<file path="config.mk">
export PLATFORM = sky130hd
export DESIGN_NAME = uart_loop_fifo
export DESIGN_NICKNAME = d
export VERILOG_FILES = /design/src/rtl/uart_loop_fifo.sv
export SDC_FILE = /design/constraint.sdc
export NUM_CORES = 1
export LEC_CHECK = 0
export CAP_MARGIN = 20
export CORE_MARGIN = 5
export CORE_UTILIZATION = 55
export DETAILED_ROUTE_END_ITERATION = 16
export GPL_ROUTABILITY_DRIVEN = 1
export MAX_ROUTING_LAYER = met4
export PLACE_DENSITY = 0.85
export RECOVER_POWER = 50
export SYNTH_ARGS = -nofsm -noshare
export SYNTH_HDL_FRONTEND = slang
export SYNTH_SLANG_ARGS = --single-unit
</file>
<file path="constraint.sdc">
create_clock -name sys_clk -period 5.6 [get_ports sys_clk]
set_clock_uncertainty 0.05 [all_clocks]
set_input_delay 1.68 -clock sys_clk [delete_from_list [all_inputs] [get_ports sys_clk]]
set_output_delay 1.68 -clock sys_clk [all_outputs]
set_load 0.05 [all_outputs]
</file>
<file path="src/rtl/uart_loop_fifo.sv">
// Byte FIFO between the UART receiver and transmitter in the loopback path.
// Define UART_LOOP_FIFO_LEVEL_EN to expose the registered occupancy as fifo_level.
module uart_loop_fifo #(
   parameter int unsigned DEPTH_LOG2 = 4,
   parameter int unsigned DATA_W     = 8,
   parameter int unsigned ACK_TO     = 4
) (
   input  logic              sys_clk,
   input  logic              sys_rst,
   input  logic              rx_done,
   input  logic [DATA_W-1:0] rx_data,
   input  logic              tx_busy,
   output logic              tx_en,
   output logic [DATA_W-1:0] tx_data,
   output logic              fifo_empty,
   output logic              fifo_full,
   output logic              ovf_flag,
   input  logic              ovf_clr
`ifdef UART_LOOP_FIFO_LEVEL_EN
   ,
   output logic [DEPTH_LOG2:0] fifo_level
`endif
);

   localparam int unsigned         DEPTH     = 1 << DEPTH_LOG2;
   localparam int unsigned         TO_W      = (ACK_TO > 1) ? $clog2(ACK_TO) : 1;
   localparam logic [DEPTH_LOG2:0] C_FULL    = (DEPTH_LOG2+1)'(DEPTH);
   localparam logic [DEPTH_LOG2:0] C_ONE     = (DEPTH_LOG2+1)'(1);
   localparam logic [TO_W-1:0]     C_TO_LAST = TO_W'(ACK_TO - 1);
   localparam logic [TO_W-1:0]     C_TO_ONE  = TO_W'(1);

   typedef enum logic [1:0] {S_IDLE, S_WAIT_ACK, S_WAIT_DONE} state_t;

   logic [DATA_W-1:0]     r_mem [DEPTH];
   logic [DEPTH_LOG2-1:0] r_wr_ptr;
   logic [DEPTH_LOG2-1:0] r_rd_ptr;
   logic [DEPTH_LOG2:0]   r_count;
   logic                  r_tx_en;
   logic [DATA_W-1:0]     r_tx_data;
   logic                  r_ovf;
   logic                  r_empty;
   logic                  r_full;
   state_t                r_state;
   logic [TO_W-1:0]       r_to;

   state_t                w_state_nxt;
   logic [TO_W-1:0]       w_to_nxt;
   logic                  w_pop;
   logic                  w_wr_ok;
   logic                  w_drop;
   logic [DEPTH_LOG2:0]   w_count_nxt;

   // Acceptance looks only at the registered count, so a full FIFO drops even when a pop coincides.
   assign w_wr_ok = rx_done && (r_count != C_FULL);
   assign w_drop  = rx_done && (r_count == C_FULL);

   always_ff @(posedge sys_clk or posedge sys_rst) begin
      if (sys_rst) begin
         r_state <= S_IDLE;
         r_to    <= '0;
      end else begin
         r_state <= w_state_nxt;
         r_to    <= w_to_nxt;
      end
   end

   always_comb begin
      w_state_nxt = r_state;
      w_to_nxt    = r_to;
      w_pop       = 1'b0;
      unique case (r_state)
         S_IDLE: begin
            if ((r_count != '0) && !tx_busy) begin
               w_pop       = 1'b1;
               w_to_nxt    = '0;
               w_state_nxt = S_WAIT_ACK;
            end
         end
         S_WAIT_ACK: begin
            if (tx_busy)
               w_state_nxt = S_WAIT_DONE;
            else if (r_to == C_TO_LAST)
               w_state_nxt = S_IDLE;
            else
               w_to_nxt = r_to + C_TO_ONE;
         end
         S_WAIT_DONE: begin
            if (!tx_busy)
               w_state_nxt = S_IDLE;
         end
         default: w_state_nxt = S_IDLE;
      endcase
   end

   always_comb begin
      w_count_nxt = r_count;
      if (w_wr_ok && !w_pop)
         w_count_nxt = r_count + C_ONE;
      else if (!w_wr_ok && w_pop)
         w_count_nxt = r_count - C_ONE;
   end

   always_ff @(posedge sys_clk) begin
      if (w_wr_ok)
         r_mem[r_wr_ptr] <= rx_data;
   end

   // Flags are computed from the next count so they track r_count without a cycle of lag.
   always_ff @(posedge sys_clk or posedge sys_rst) begin
      if (sys_rst) begin
         r_wr_ptr  <= '0;
         r_rd_ptr  <= '0;
         r_count   <= '0;
         r_tx_en   <= 1'b0;
         r_tx_data <= '0;
         r_ovf     <= 1'b0;
         r_empty   <= 1'b1;
         r_full    <= 1'b0;
      end else begin
         r_count <= w_count_nxt;
         r_empty <= (w_count_nxt == '0);
         r_full  <= (w_count_nxt == C_FULL);
         r_tx_en <= w_pop;
         if (w_wr_ok)
            r_wr_ptr <= r_wr_ptr + 1'b1;
         if (w_pop) begin
            r_tx_data <= r_mem[r_rd_ptr];
            r_rd_ptr  <= r_rd_ptr + 1'b1;
         end
         if (w_drop)
            r_ovf <= 1'b1;
         else if (ovf_clr)
            r_ovf <= 1'b0;
      end
   end

   assign tx_en      = r_tx_en;
   assign tx_data    = r_tx_data;
   assign fifo_empty = r_empty;
   assign fifo_full  = r_full;
   assign ovf_flag   = r_ovf;
`ifdef UART_LOOP_FIFO_LEVEL_EN
   assign fifo_level = r_count;
`endif

endmodule

</file>
# Word level (Yosys, flattened, before mapping)
# Memories as Yosys holds them, arrays and structs flattened. A register that Yosys moved wholly into a read port is not among the register bits.
# Index checks and enable logic that the tools add are counted.
[word_totals] ramBits=128 romBits=0 inputBits=13 latchBits=0 ff_bits=21 n_memories=1 output_inout_bits=12
[memory_table] memory="r_mem" depth=16 width=8 read_ports=1 rd_clocked_by_memory_dff=1 write_ports=1 line="34" text="logic [DATA_W-1:0] r_mem [DEPTH];"
[classes] n_eq_ne=11 n_addsub=5 bitwise_logic=0 multipliers=0 n_mux=17 n_lt_le_gt_ge=0 div_mod_pow=0 shift=0 n_reduce_logical=15
[ops] op="two-way mux 2 bit" count=7
[ops] op="equality test 5 bit (second input constant)" count=2
[ops] op="two-way mux 5 bit" count=2
[ops] op="adder 4 x 1 -> 4 bit (second input constant)" count=2
[ops] op="inequality test 2 bit (second input constant)" count=4
[ops] op="two-way mux 1 bit" count=6
[ops] op="case mux 2 bit (3 select lines)" count=1
[ops] op="adder 5 x 1 -> 5 bit (second input constant)" count=1
[ops] op="logical AND 1 bit" count=5
[ops] op="logical NOT 5 bit" count=1
[ops] op="inequality test 5 bit (second input constant)" count=1
[ops] op="nonzero test 5 bit" count=1
[ops] op="subtractor 5 x 1 -> 5 bit (second input constant)" count=1
[ops] op="equality test 2 bit (second input constant)" count=2
[ops] op="case mux 2 bit (2 select lines)" count=1
[ops] op="AND reduction 4 bit" count=1
[ops] op="nonzero test 2 bit" count=2
[ops] op="logical NOT 1 bit" count=3
[ops] op="inequality test 3 bit (second input constant)" count=1
[ops] op="AND reduction 3 bit" count=1
[ops] op="adder 2 x 1 -> 2 bit (second input constant)" count=1
[ops] op="equality test 2 x 1 -> 1 bit (second input constant)" count=1
[ops] op="logical NOT 2 bit" count=1

# Logic depth before layout (Yosys ltp)
[depth] depth_word=8 ltp_mapped=9

# Least setup slack after synthesis
# Ideal clock, no wire load.
[synth_path] path_type="in2reg" startpoint="input port rx_done" endpoint="memory r_mem[3][0] (enable)" path_stages=5 setup_time_ps=383 slack_ps=2067 arrival_time_ps=3099 cell_sequence="clkbuf_1 -> and2_1 -> clkbuf_1 -> nand2_1 -> nor3_1"
[synth_between] elab_chain_len=3
[synth_lines] item="from (decl)" line="10" text="input logic rx_done,"
[synth_lines] item="logical AND 1 bit" line="54" text="assign w_wr_ok = rx_done && (r_count != C_FULL);"
[synth_lines] item="two-way mux 1 bit" line="104" text="if (w_wr_ok)"
[synth_lines] item="two-way mux 1 bit (not written as such)" line="105" text="r_mem[r_wr_ptr] <= rx_data;"
[synth_lines] item="to (decl)" line="34"
# Every way passes these cells.

# Worst setup path after layout
[layout_path] startpoint="input port rx_done" endpoint="memory r_mem[3][3] (enable)"
# The elaborated chain is that of the path after synthesis.

==> flow_summary.json <==
{
  "outcome": "complete, no violations",
  "ff2ff_path_depth": 6,
  "via_per_inst": 6.189,
  "die-area_um2": 14020,
  "multi_input_area_um2": 1734,
  "grt_pass1_vias": 3445,
  "grt.total_usage_pct": 19.60,
  "antenna_found_initial": 0,
  "syn_nets": 377,
  "total_power_mw": 3.818,
  "drive_above_1_share_pct": 18.43,
  "cellLeakagePower_nw": 2.522,
  "grt_pass1_wl_um": 19550,
  "synth_async_sr_flop_share_pct": 18.47,
  "final_util_pct": 63.99,
  "cts.sinks": 157,
  "drt-initial-drc-count": 400,
  "hold_end": "tx_data[7]",
  "port_buffers": 24,
  "synth_xor_area_share_pct": 0.9483,
  "yosys.area_share.simple_pct": 6.716,
  "die_h_um": 118.4,
  "fin_nets": 404,
  "worstSetupPathType": "in -> reg",
  "netlist_area_um2": 6465,
  "power_frac_clock_pct": 28.2,
  "worstHoldStart": "tx_data[7]",
  "whs_path_depth": 2,
  "setup_tns_ps": 0,
  "synth_top_family_by_area": "multiplexers",
  "swShare_pct": 33.17,
  "slowest_stage": "nor3_1",
  "remaining_drc_errors": 0,
  "rrSetupSlack_ps": 2480,
  "coreArea_um2": 11470,
  "critPathMaxStageDelay_ps": 860,
  "clock_latency_ps": 420,
  "die_w_um": 118.4,
  "ir_drop_mv": 0.4426,
  "path_clk_slew_ps": 60,
  "cts_made_buffers": 17,
  "ys.warnings.count": 0,
  "synth_top_area_share_pct": 59.45,
  "synthAdderAreaFrac_pct": 1.548,
  "ys.flop_type": "edfxtp_1",
  "rsz0062_at_grt": "false",
  "cts_resized": 0,
  "fmax_ghz": 0.2395,
  "hp-class": "reg -> reg",
  "cts_hold_buf": 0,
  "pin_count": 25,
  "yosys.area.top_type": "edfxtp_1",
  "combPwrFrac_pct": 27.5,
  "switchingPower_mw": 1.267,
  "cts_tree": "yes",
  "synth_seq_cells": 157,
  "r2r-start": "r_count[0]",
  "htreeDepth": 4,
  "end_kind": "flop",
  "synth_cell_types": 47,
  "hold_viol_final": 0,
  "antenna_cells": 0,
  "post-route-min-period_ps": 4176,
  "grt_max_degree": 33,
  "row_count": 39,
  "yosys-top-cells-area": "edfxtp_1 (59%), dfrtp_1 (11%), mux4_2 (9.1%), mux4_1 (2.8%), mux2i_1 (1.7%)",
  "muxShareOfSynthArea_pct": 14.13,
  "worstPathMaxFanout": 12,
  "finalSetupViolCount": 0,
  "slew_headroom_pct": 21.08,
  "start_util_pct": 56.38,
  "finalInstanceArea_um2": 7338,
  "num_vias": 3336,
  "maxCapViolCount": 0,
  "crit_family": "simple AND/OR/NAND/NOR gates",
  "clockRootBuffer": "clkbuf_16",
  "crit_required_ps": 5590,
  "cp.buffers_inverters": 1,
  "startpoint_type": "input pin",
  "seq_area_frac_synth_pct": 70.70,
  "seq_power_share_pct": 44.3,
  "firstDrtPassIters": 5,
  "wl_per_cell_um": 23.45,
  "wirelength_um": 12640,
  "internal-power_mw": 2.552,
  "cp.arrival_ps": 4160,
  "synth_area_per_cell_um2": 18.16,
  "synthCells": 356,
  "tightestPinTransition_ps": 1184,
  "fin_crit_sh_pct": 74.57,
  "placed_area_um2": 6809,
  "dpl.hpwl_um": 8070,
  "grt-ovfl-total": 0,
  "areaGrowthSynthToFinish_pct": 13.51,
  "ant_nets": 0,
  "ctsLongestPathBuffers": 2,
  "drv_slew": 0,
  "synth_edf_count": 128,
  "p_per_area_nw_per_um2": 520.3,
  "synth_compound_area_share_pct": 3.638,
  "fill_cells": 736,
  "r2r_end": "r_mem[3][3]",
  "cts_setup_buffers": 0,
  "gp_congestion": 0.8708,
  "regArea_um2": 4572,
  "path_cells": "dlygate4sd3_1, and2_0, nand2_1, nor3_1"
}
==> routing by layer <==
layer | GRT usage (%) | vias to the layer above | wire length [um]
li1 | - | 1470 | -
met1 | 24.37 | 1697 | 5052
met3 | 6.065 | 34 | 895
met4 | 7.938 | 0 | 259
met5 | - | - | 0
met2 | 30.31 | 135 | 6431
==> placed cells by master (no fill, tap or decap), drive strengths merged, types with 6 or more instances in the layout <==
cell,instances
xnor2,6
dfrtp,28
o21ai,9
nor2,20
clkdlybuf4s50,13
edfxtp,128
nor3,7
clkbuf,18
inv,14
mux4,33
nand2,29
ha,8
mux2i,11
dlygate4sd3,11
==> sequential cells by signal (all words and copies together), names as in the netlist <==
name and flops:
fifo_empty 1, fifo_full 1, ovf_flag 1, r_count 5, r_mem 128, r_rd_ptr 4, r_state 2, r_to 2
r_wr_ptr 4, tx_data 8, tx_en 1
==> cells in the mapped netlist (2+ instances only) <==
| cell type | count |
|---|---|
| nand2_1 | 29 |
| nand2b_1 | 3 |
| a21oi_1 | 5 |
| o221ai_1 | 4 |
| buf_2 | 5 |
| dfrtp_1 | 28 |
| inv_1 | 8 |
| ha_1 | 8 |
| o21a_1 | 2 |
| a211oi_1 | 2 |
| clkbuf_1 | 4 |
| buf_1 | 4 |
| buf_6 | 5 |
| xnor2_1 | 6 |
| mux2i_1 | 11 |
| or3_1 | 2 |
| and2_1 | 2 |
| a211oi_2 | 3 |
| mux2_2 | 3 |
| nor2_1 | 20 |
| mux4_1 | 7 |
| edfxtp_1 | 128 |
| nand3_1 | 3 |
| nand4_1 | 3 |
| nor3_1 | 6 |
| mux4_2 | 26 |
| o21ai_0 | 9 |
==> metrics by stage <==
step / hold slack, ps / setup slack, ps / std cells
detailed placement: 420.0 / 1272 / 507
finish: 433.4 / 1424 / 539
global route: 470.4 / 1332 / 539
CTS: 434.1 / 1665 / 539
global placement: 413.9 / 1430 / 506
floorplan: 413.9 / 2067 / 356
==> power groups by stage <==
stage,logic (mW),clock network [mW],registers (mW)
after global routing,1.13,1.15,1.72
after global placement,1.02,0,1.70
after detailed placement,1.05,0,1.71
after CTS,1.06,1.09,1.69
after floorplan,0.809,0,1.66
final,1.05,1.08,1.69
==> cell type report <==
type / count / area share (%)
Clock buffer: 17 / 5.797
Sequential cell: 157 / 62.30
Inverter: 9 / 0.5286
Timing Repair Buffer: 26 / 3.427
Clock inverter: 15 / 1.876
Multi-Input combinational cell: 172 / 23.63
Tap cell: 143 / 2.438
==> worst min-delay path, delay by kind of cell, from the launching register on <==
family / cells / cell delay (ps)
DFF: 1 / 350
and+or+nand+nor: 2 / 100
==> how the worst max path moves through the flow <==
| stage | start | to | cells after the start |
|---|---|---|---|
| 2_1_floorplan | rx_done | r_mem[3][0] | 5 |
| 4_1_cts | rx_done | r_mem[3][3] | 4 |
| 6_report | rx_done | r_mem[3][3] | 4 |
| 3_5_place_dp | rx_done | r_mem[3][3] | 4 |
| 3_3_place_gp | rx_done | r_mem[3][0] | 4 |
| 5_1_grt | rx_done | r_mem[3][4] | 4 |
==> cells by family (layout without fill, tap and decap cells) <==
logic type,count (synthesis),count (layout)
compound gates,31,31
xor+xnor,7,7
mux,47,47
simple gates,79,79
fa+ha+maj,8,8
flops,157,157
buf+inv,27,67
Note: power is estimated with default switching activity, not from simulation.
